## config.mk

```make
export PLATFORM = sky130hd
export DESIGN_NAME = tdm_transmit
export DESIGN_NICKNAME = d
export VERILOG_FILES = /design/src/rtl/tdm_transmit.sv
export SDC_FILE = /design/constraint.sdc
export NUM_CORES = 1
export LEC_CHECK = 0
export ABC_CLOCK_PERIOD_IN_PS = 16000
export CAP_MARGIN = 20
export CORE_UTILIZATION = 40
export DETAILED_ROUTE_END_ITERATION = 8
export PLACE_DENSITY_LB_ADDON = 0.12
export SYNTH_ARGS = -nofsm -noshare
export SYNTH_HDL_FRONTEND = slang
export SYNTH_SLANG_ARGS = --single-unit
```

## constraint.sdc

```tcl
create_clock -name clk_in -period 16 [get_ports clk_in]
set_clock_uncertainty 0.1 [all_clocks]
set_input_delay 3.2 -clock clk_in [delete_from_list [all_inputs] [get_ports clk_in]]
set_output_delay 3.2 -clock clk_in [all_outputs]
set_load 0.02 [all_outputs]
```

## src/rtl/tdm_transmit.sv

```systemverilog
// TDM serial transmitter: divides clk_in down to a bit clock, frames
// SLOTS left-justified samples per frame with a one-bit-period frame sync,
// and double-buffers one frame so the producer can hand over the next frame
// while the current one is shifting out.
module tdm_transmit #(
    parameter int SLOTS               = 4,
    parameter int SLOT_BITS           = 32,
    parameter int SAMPLE_BITS         = 24,
    parameter int CYCLES_PER_HALF_SCK = 10
) (
    input  logic                   clk_in,
    input  logic                   rst_in,
    input  logic [SAMPLE_BITS-1:0] audio_in [SLOTS],
    input  logic                   valid_in,
    output logic                   ready_out,
    output logic                   sck_out,
    output logic                   ws_out,
    output logic                   sd_out,
    output logic                   frame_start_out,
    output logic                   underrun_out
);

    localparam int FRAME_BITS = SLOTS * SLOT_BITS;
    localparam int CW         = $clog2(CYCLES_PER_HALF_SCK);
    localparam int BW         = $clog2(FRAME_BITS);
    localparam logic [CW-1:0] DIV_LAST = CW'(CYCLES_PER_HALF_SCK - 1);
    localparam logic [BW-1:0] BIT_LAST = BW'(FRAME_BITS - 1);

    logic [CW-1:0]         div_q;
    logic                  sck_q;
    logic [BW-1:0]         bit_q;
    logic [BW-1:0]         bit_d;
    logic                  ws_q;
    logic                  sd_q;
    logic [FRAME_BITS-1:0] sh_q;
    logic [FRAME_BITS-1:0] buf_q;
    logic                  full_q;
    logic                  fs_q;
    logic                  ur_q;

    logic                  half_end;
    logic                  fall;
    logic                  wrap;
    logic                  accept;
    logic [FRAME_BITS-1:0] packed_d;
    logic [FRAME_BITS-1:0] load_w;

    assign half_end = (div_q == DIV_LAST);
    // Serial state only moves on the clk_in cycle where sck goes 1->0, so
    // sd/ws are stable for a full half period around the receiver's rising edge.
    assign fall     = half_end && sck_q;
    assign wrap     = fall && (bit_q == BIT_LAST);
    assign bit_d    = (bit_q == BIT_LAST) ? '0 : bit_q + BW'(1);
    // ready reflects the registered buffer state, so a boundary that empties
    // the buffer cannot bypass an incoming frame in the same cycle.
    assign accept   = valid_in && !full_q;
    // An empty buffer at a boundary transmits silence.
    assign load_w   = full_q ? buf_q : '0;

    // Pack samples into frame order: slot 0 MSB at the top, each sample
    // left-justified in its slot with zero padding below.
    always_comb begin
        packed_d = '0;
        for (int s = 0; s < SLOTS; s++) begin
            packed_d[FRAME_BITS-1-s*SLOT_BITS -: SAMPLE_BITS] = audio_in[s];
        end
    end

    // Bit clock divider; sck starts low so its first edge after reset rises.
    always_ff @(posedge clk_in or posedge rst_in) begin
        if (rst_in) begin
            div_q <= '0;
            sck_q <= 1'b0;
        end else if (half_end) begin
            div_q <= '0;
            sck_q <= ~sck_q;
        end else begin
            div_q <= div_q + CW'(1);
        end
    end

    // Bit counter, frame sync and serial shifter, all advanced on fall events.
    always_ff @(posedge clk_in or posedge rst_in) begin
        if (rst_in) begin
            bit_q <= BW'(FRAME_BITS - 2);
            ws_q  <= 1'b0;
            sd_q  <= 1'b0;
            sh_q  <= '0;
        end else if (fall) begin
            bit_q <= bit_d;
            ws_q  <= (bit_d == BIT_LAST);
            if (wrap) begin
                sd_q <= load_w[FRAME_BITS-1];
                sh_q <= load_w << 1;
            end else if (bit_d == BIT_LAST) begin
                // The sync period carries no data even if a slot is full width.
                sd_q <= 1'b0;
                sh_q <= sh_q << 1;
            end else begin
                sd_q <= sh_q[FRAME_BITS-1];
                sh_q <= sh_q << 1;
            end
        end
    end

    // One-frame buffer plus boundary status pulses.
    always_ff @(posedge clk_in or posedge rst_in) begin
        if (rst_in) begin
            full_q <= 1'b0;
            buf_q  <= '0;
            fs_q   <= 1'b0;
            ur_q   <= 1'b0;
        end else begin
            fs_q <= wrap;
            ur_q <= wrap && !full_q;
            if (accept) begin
                full_q <= 1'b1;
                buf_q  <= packed_d;
            end else if (wrap) begin
                full_q <= 1'b0;
            end
        end
    end

    assign ready_out       = !full_q;
    assign sck_out         = sck_q;
    assign ws_out          = ws_q;
    assign sd_out          = sd_q;
    assign frame_start_out = fs_q;
    assign underrun_out    = ur_q;

endmodule
```

# After elaboration in Yosys (flattened, before gate mapping)
# Cells that the tools add are included.
# op_classes
n_addsub	2
muxes	8
eq_ne	3
reduce_logical	6
n_bitwise	1
# op_table
cell	n
128-bit two-way mux	2
7-bit equality test, second input constant	2
7-bit by 1-bit adder with 7-bit output, second input constant	1
7-bit two-way mux	1
4-bit by 1-bit adder with 4-bit output, second input constant	1
4-bit equality test, second input constant	1
1-bit logical AND	4
1-bit two-way mux	4
4-bit two-way mux	1
2-bit nonzero test	1
1-bit logical NOT	1
1-bit inverter	1
# totals
output_inout_bits	6
elab_cells	30
register_bits	241
inputBits	99

# Longest topological paths before layout
# Gate-level depths: netlist of run 1.
# logic_depth
ltp_word	5
ltp_mapped	8
depth_no_buf	5

# Worst setup path before layout of run 1
# Ideal clock, no wire load.
# synth_timing
path_kind	register -> output
startpoint	register full_q
endpoint	output ready_out
path_buffers	3
required_ns	12.700
path_slack_ns	11.516
arrival_time_ns	1.184
stages_incl_launch_ff	5
path_cell_list	dfrtp_1 buf_2 clkbuf_1 buf_1 inv_1
# synth_between
elab_chain_len	1
# synth_lines
element	line	text
start: declaration	37	logic full_q;
start signal: assignment	109	full_q <= 1'b0;
start signal: assignment	117	full_q <= 1'b1;
start signal: assignment	120	full_q <= 1'b0;
1-bit logical NOT	125	assign ready_out = !full_q;
end: declaration	15	output logic ready_out,
# Every way passes these cells.

# Final worst setup path of run 1
# Ends and elaborated chain as after synthesis.

==> results of run 1 <==
==> registers in the layout, summed over array words and instances (netlist names) <==
name,count
sck_out,1
bit_q,7
div_q,4
buf_q,96
full_q,1
sh_q,119
sd_out,1
frame_start_out,1
ws_out,1
underrun_out,1
==> worst reg2reg max path, delay by kind of cell, from the launching register on <==
| kind | cells | cell delay [ps] |
|---|---|---|
| buf+inv | 2 | 1330 |
| flops | 1 | 430 |
| mux | 1 | 430 |
| simple gates | 2 | 810 |
==> stage by stage <==
stage	setup WS [ps]	instance area, um2	util [%]	power, mW	hold slack (ps)
after global placement	9940	10800	45.9	0.666	374
after floorplan	6350	9640	-	0.634	366
after detailed placement	9970	10800	46.0	0.666	378
after global routing	10270	11700	49.9	1.29	408
final	10700	11700	49.9	1.24	385
after CTS	10510	11700	49.6	1.26	390
==> area by class of cell <==
cell class                      count  area [um2]  share of cell area [%]
Sequential cell                   232        5820                    49.5
Multi-Input combinational cell    549        3460                    29.5
Timing Repair Buffer              116        1190                    10.1
Clock buffer                       44         810                    6.89
Tap cell                          319         399                    3.40
Clock inverter                      3        40.0                   0.341
Inverter                            5        26.3                   0.224
==> how the worst max path moves through the flow <==
stage	from	end	slack [ps]	cells past startpoint
after floorplan	rst_in	bit_q[0]	6350	1
after global placement	rst_in	buf_q[82]	9940	4
after detailed placement	rst_in	sh_q[81]	9970	4
after CTS	rst_in	sck_out	10510	4
after global routing	rst_in	sh_q[80]	10270	4
final	full_q	ready_out	10700	2
==> cell families after synthesis <==
family                   Yosys count  share of synthesized area (%)
buffers and inverters             79                           4.09
XOR/XNOR                           7                          0.636
multiplexers                      99                           11.6
AND/OR/NAND/NOR                  310                           13.8
AO/OA/AOI/OAI                    131                           9.37
adder cells (fa/ha/maj)            2                          0.260
flip-flops                       232                           60.3
==> power groups by stage <==
stage | registers, mW | clock network (mW) | logic (mW)
2_1_floorplan | 0.614 | 0 | 0.0195
3_3_place_gp | 0.616 | 0 | 0.0492
3_5_place_dp | 0.617 | 0 | 0.0493
4_1_cts | 0.606 | 0.602 | 0.0497
5_1_grt | 0.607 | 0.626 | 0.0532
6_report | 0.606 | 0.585 | 0.0479
==> per-layer routing <==
layer | share of wire, % | GRT usage, % | up-vias
li1 | - | - | 3165
met1 | 51 | 23.5 | 3195
met2 | 43 | 25.9 | 114
met3 | 3.9 | 2.62 | 30
met4 | 2.1 | 4.07 | 0
met5 | 0 | 0 | -
==> placed cells by master, fill, tap and decap left out, types with 2 or more instances in the layout <==
master	count
clkbuf_16	27
inv_1	4
dfstp_2	6
mux2_2	99
a31oi_1	95
clkbuf_1	10
nor2b_1	2
a22o_1	24
nand2_1	102
clkinv_2	2
nor2_1	97
clkdlybuf4s50_1	104
nor3_1	2
xnor2_1	7
buf_16	2
o21ai_0	5
nand4_1	2
clkbuf_8	7
nand3_1	96
ha_1	2
buf_4	8
dfrtp_1	225
==> cells in the mapped netlist, types with 6 or more instances <==
library cell / number
dfrtp_1: 226
buf_2: 39
xnor2_1: 7
mux2_2: 99
a31oi_1: 95
dfstp_2: 6
buf_6: 6
a22o_1: 24
nor2_1: 97
nand2_1: 102
clkbuf_1: 27
nand3_1: 97
==> impl_metrics.tcl, run 1 <==
set metrics [dict create \
    slew_violations 0 \
    setup_viol 0 \
    grt_pass1_vias 6626 \
    min_path_type "flop to flop" \
    ff2ff_path_depth 5 \
    required_ps 12700 \
    instances_no_fill 1268 \
    dpl.hpwl_mm 10.8 \
    path_cells "inv_1 > clkdlybuf4s50_1" \
    clock.fmax_ghz 0.189 \
    finalNetCount 1031 \
    fillers 2230 \
    syn_inst 860 \
    fp.dieW_um 157 \
    crit_family "flip-flops" \
    worstHoldStart "sh_q[69]" \
    seq_area_frac_synth_pct 60.3 \
    via_per_inst 5.13 \
    firstDrtPassIters 5 \
    gr-usage-all-layers_pct 16.4 \
    worst_setup_path_start_kind "flop" \
    synth_nets 961 \
    netSwitchingPower_mw 0.252 \
    synthArstFlopShare_pct 100 \
    syn_area_per_cell_um2 11.2 \
    syn_to_final_growth_pct 21.8 \
    final.min_clock_period_ps 5300 \
    avgRoutedWirePerCell_um 15.1 \
    ant_nets 0 \
    cts_max_path_buffers 3 \
    timing.final.crit_share_pct 33.1 \
    io_buffers 104 \
    power_frac_seq_pct 48.9 \
    antenna_found_initial 0 \
    yosys-top-cells-area "dfrtp_1 59%, mux2_2 12%, a31oi_1 6.2%" \
    p_int_mw 0.987 \
    yosys_warnings 0 \
    worstPathArrival_ps 2000 \
    drc 0 \
    die_area_um2 24700 \
    grt-ovfl-total 0 \
    cts.repair.resized 0 \
    n_antenna_cell 0 \
    synthDistinctLibCells 33 \
    drtIter0Drc 340 \
    irDropWorstVdd_uv 69.1 \
    cts_max_level 1 \
    tightest_slew_ps 888 \
    drv_cap 0 \
    hold_path_depth 1 \
    cts_hold_buf 0 \
    pwr-share-clk_pct 47.2 \
    drt-total-wl_mm 19.1 \
    rr_startpoint "div_q[2]" \
    grt_pass1_wl_mm 33.0 \
    setup_tns_ps 0 \
    coreArea_um2 23500 \
    syn-cell-area_um2 9640 \
    dp.cells 1218 \
    gp_congestion 0.677 \
    cts_sinks 232 \
    clk_pin_slew_ps 60 \
    power_density_nw_per_um2 105 \
    slew_headroom_pct 40.8 \
    leakage_nw 4.99 \
    cts_tree "built" \
    cp-end-kind "output port" \
    outcome "finished, final reports clean" \
    cts_made_buffers 26 \
    p_sw_share_pct 20.3 \
    rrSetupSlack_ps 12790 \
    max_stage_delay_ps 780 \
    num_rows 56 \
    yosysTopAreaCell "dfrtp_1" \
    min_to "sh_q[70]" \
    critical_path_buf_inv_count 2 \
    io_pins 105 \
    synth-edff-count 0 \
    rsz0062_at_grt "no" \
    clk-insertion-delay-late_ps 520 \
    ctsRootBufferMaster "clkbuf_16" \
    start_util_pct 40.9 \
    grt_max_degree 114 \
    postCtsSetupRepairBufs 0 \
    reg2reg_to "ws_out" \
    synth_flop_cell "dfrtp_1" \
    die_h_um 157 \
    synth-seq-cells 232 \
    critical_path.max_fanout 46 \
    finalHoldViolations 0 \
    cp_slowest_cell "dfrtp_4" \
    criticalPathCategory "flop to output port" \
    pwr-share-comb_pct 3.9 \
    drive_above_1_share_pct 17.1 \
    synth_top_area_share_pct 58.7 \
    vias 6504 \
]
No activity file was read; power rests on OpenSTA's default activity.
==> inputs of run 2 (changes only) <==
- ABC_CLOCK_PERIOD_IN_PS: 16000 -> 4800
- clock period: 16 -> 4.8 ns (I/O delays scaled with it)
==> run 2 against run 1 <==
  * Critical path type unchanged
  * Largest cell class unchanged
  * Critical endpoint unchanged
  * Combinational power grew to 3.4 times the previous value
  * Core utilization is 0.67 points higher
  * Total power grew to 3.5 times the previous value
  * Via count is 0.81% higher
==> impl_metrics.tcl, run 2 (synthesis gave the netlist of run 1 again) <==
set metrics [dict create \
    timing.hold.ws_ps 384 \
    ant_nets 0 \
    fp.dieW_um 157 \
    stdcell_area_um2 11900 \
    worstHoldStart "sh_q[38]" \
    io_buffers 104 \
    cp_slowest_cell "dfrtp_4" \
    setup_tns_ps 0 \
    rrSetupSlack_ps 2240 \
    crit_path_start "full_q" \
    drive_above_1_share_pct 18.5 \
    tightest_slew_ps 929 \
    postCtsSetupRepairBufs 0 \
    instances_no_fill 1274 \
    pwr-share-clk_pct 49.0 \
    ctsRootBufferMaster "clkbuf_16" \
    criticalPathCategory "flop to output port" \
    place_area_um2 10900 \
    syn_to_final_growth_pct 23.5 \
    setup_viol 0 \
    drv_cap 0 \
    top_register "sh_q" \
    pwr-share-comb_pct 3.8 \
    post-place-ws_ps 1630 \
    cp.depth 2 \
    required_ps 3740 \
    netSwitchingPower_mw 0.872 \
    p_int_mw 3.40 \
    timing.final.crit_share_pct 64.2 \
    leakage_nw 5.07 \
    dpl.hpwl_mm 10.7 \
    crit_path_end "ready_out" \
    max_stage_delay_ps 810 \
    crit_family "flip-flops" \
    cts_made_buffers 27 \
    min_path_type "flop to flop" \
    fin_ws_ps 1720 \
    power_density_nw_per_um2 359 \
    cts_max_level 1 \
    clock.fmax_ghz 0.325 \
    mostFrequentLayoutCells "225 x dfrtp_1, 104 x clkdlybuf4s50_1, 102 x nand2_1" \
    final.min_clock_period_ps 3080 \
    cp-end-kind "output port" \
    firstDrtPassIters 5 \
    slew_violations 0 \
    cts.repair.resized 0 \
    rsz0062_at_grt "no" \
    clk_pin_slew_ps 60 \
    gr-usage-all-layers_pct 16.2 \
    n_antenna_cell 0 \
    die_area_um2 24700 \
    dp.cells 1221 \
    rr_startpoint "div_q[2]" \
    ff2ff_path_depth 5 \
    cts_max_path_buffers 3 \
    die_h_um 157 \
    cts_hold_buf 0 \
    finalHoldViolations 0 \
    io_pins 105 \
    start_util_pct 40.9 \
    fin_util_pct 50.6 \
    outcome "finished, final reports clean" \
    critical_path_buf_inv_count 2 \
    cts_tree "built" \
    drt-total-wl_mm 19.0 \
    largest_reg_flops 119 \
    top_regs "sh_q (119), buf_q (96), bit_q (7)" \
    worst_setup_path_start_kind "flop" \
    path_cells "inv_1 > clkdlybuf4s50_1" \
    p_sw_share_pct 20.4 \
    drtIter0Drc 322 \
    slew_headroom_pct 37.9 \
    power_frac_seq_pct 47.2 \
    drc 0 \
    grt_pass1_vias 6566 \
    critical_path.max_fanout 49 \
    vias 6557 \
    finalNetCount 1036 \
    p_total_mw 4.27 \
    cts_sinks 232 \
    reg2reg_to "sh_q[78]" \
    antenna_found_initial 0 \
    grt-ovfl-total 0 \
    worstPathArrival_ps 2020 \
    clk-insertion-delay-late_ps 520 \
    via_per_inst 5.15 \
    num_rows 56 \
    mostFrequentLayoutCell "dfrtp_1" \
    gp_congestion 0.678 \
    grt_max_degree 96 \
    grt_pass1_wl_mm 32.6 \
    irDropWorstVdd_uv 333 \
    coreArea_um2 23500 \
    avgRoutedWirePerCell_um 14.9 \
]
[run 2: worst min-delay path by stage]
stage                     depth (start not counted)       end  slack [ps]
after floorplan                                   1   sh_q[9]         370
after global placement                            1  sh_q[34]         370
after detailed placement                          1  sh_q[72]         380
after CTS                                         1  sh_q[39]         390
after global routing                              1   sh_q[9]         410
final                                             1  sh_q[39]         380
[run 2: worst reg2reg max path: cells and delay by family, from the launching register on]
family / cells / cell delay, ps
and+or+nand+nor: 3 / 1290
DFF: 1 / 420
AOI/OAI and AO/OA: 1 / 170
buffers and inverters: 1 / 500
[run 2: power by group through the flow]
stage	Sequential, mW	Clock, mW	Combinational, mW
final	2.02	2.09	0.162
after global routing	2.02	2.24	0.180
after CTS	2.02	2.17	0.168
after detailed placement	2.05	0	0.167
after global placement	2.05	0	0.167
after floorplan	2.05	0	0.0653
[run 2: routing by layer]
layer / vias to the layer above / share of wire [%] / global-route usage (%)
met4: 0 / 1.6 / 3.33
met2: 108 / 45 / 26.1
met1: 3253 / 49 / 22.4
met5: - / 0 / 0
li1: 3168 / - / -
met3: 28 / 4.6 / 3.52
[run 2: area by class of cell]
type	instances	area, um2
flip-flops and latches	232	5820
fillers	2175	11600
well taps	319	399
repair buffers	120	1280
inverters	5	22.5
clock buffers	32	734
clock inverters	17	190
multi-input cells	549	3460
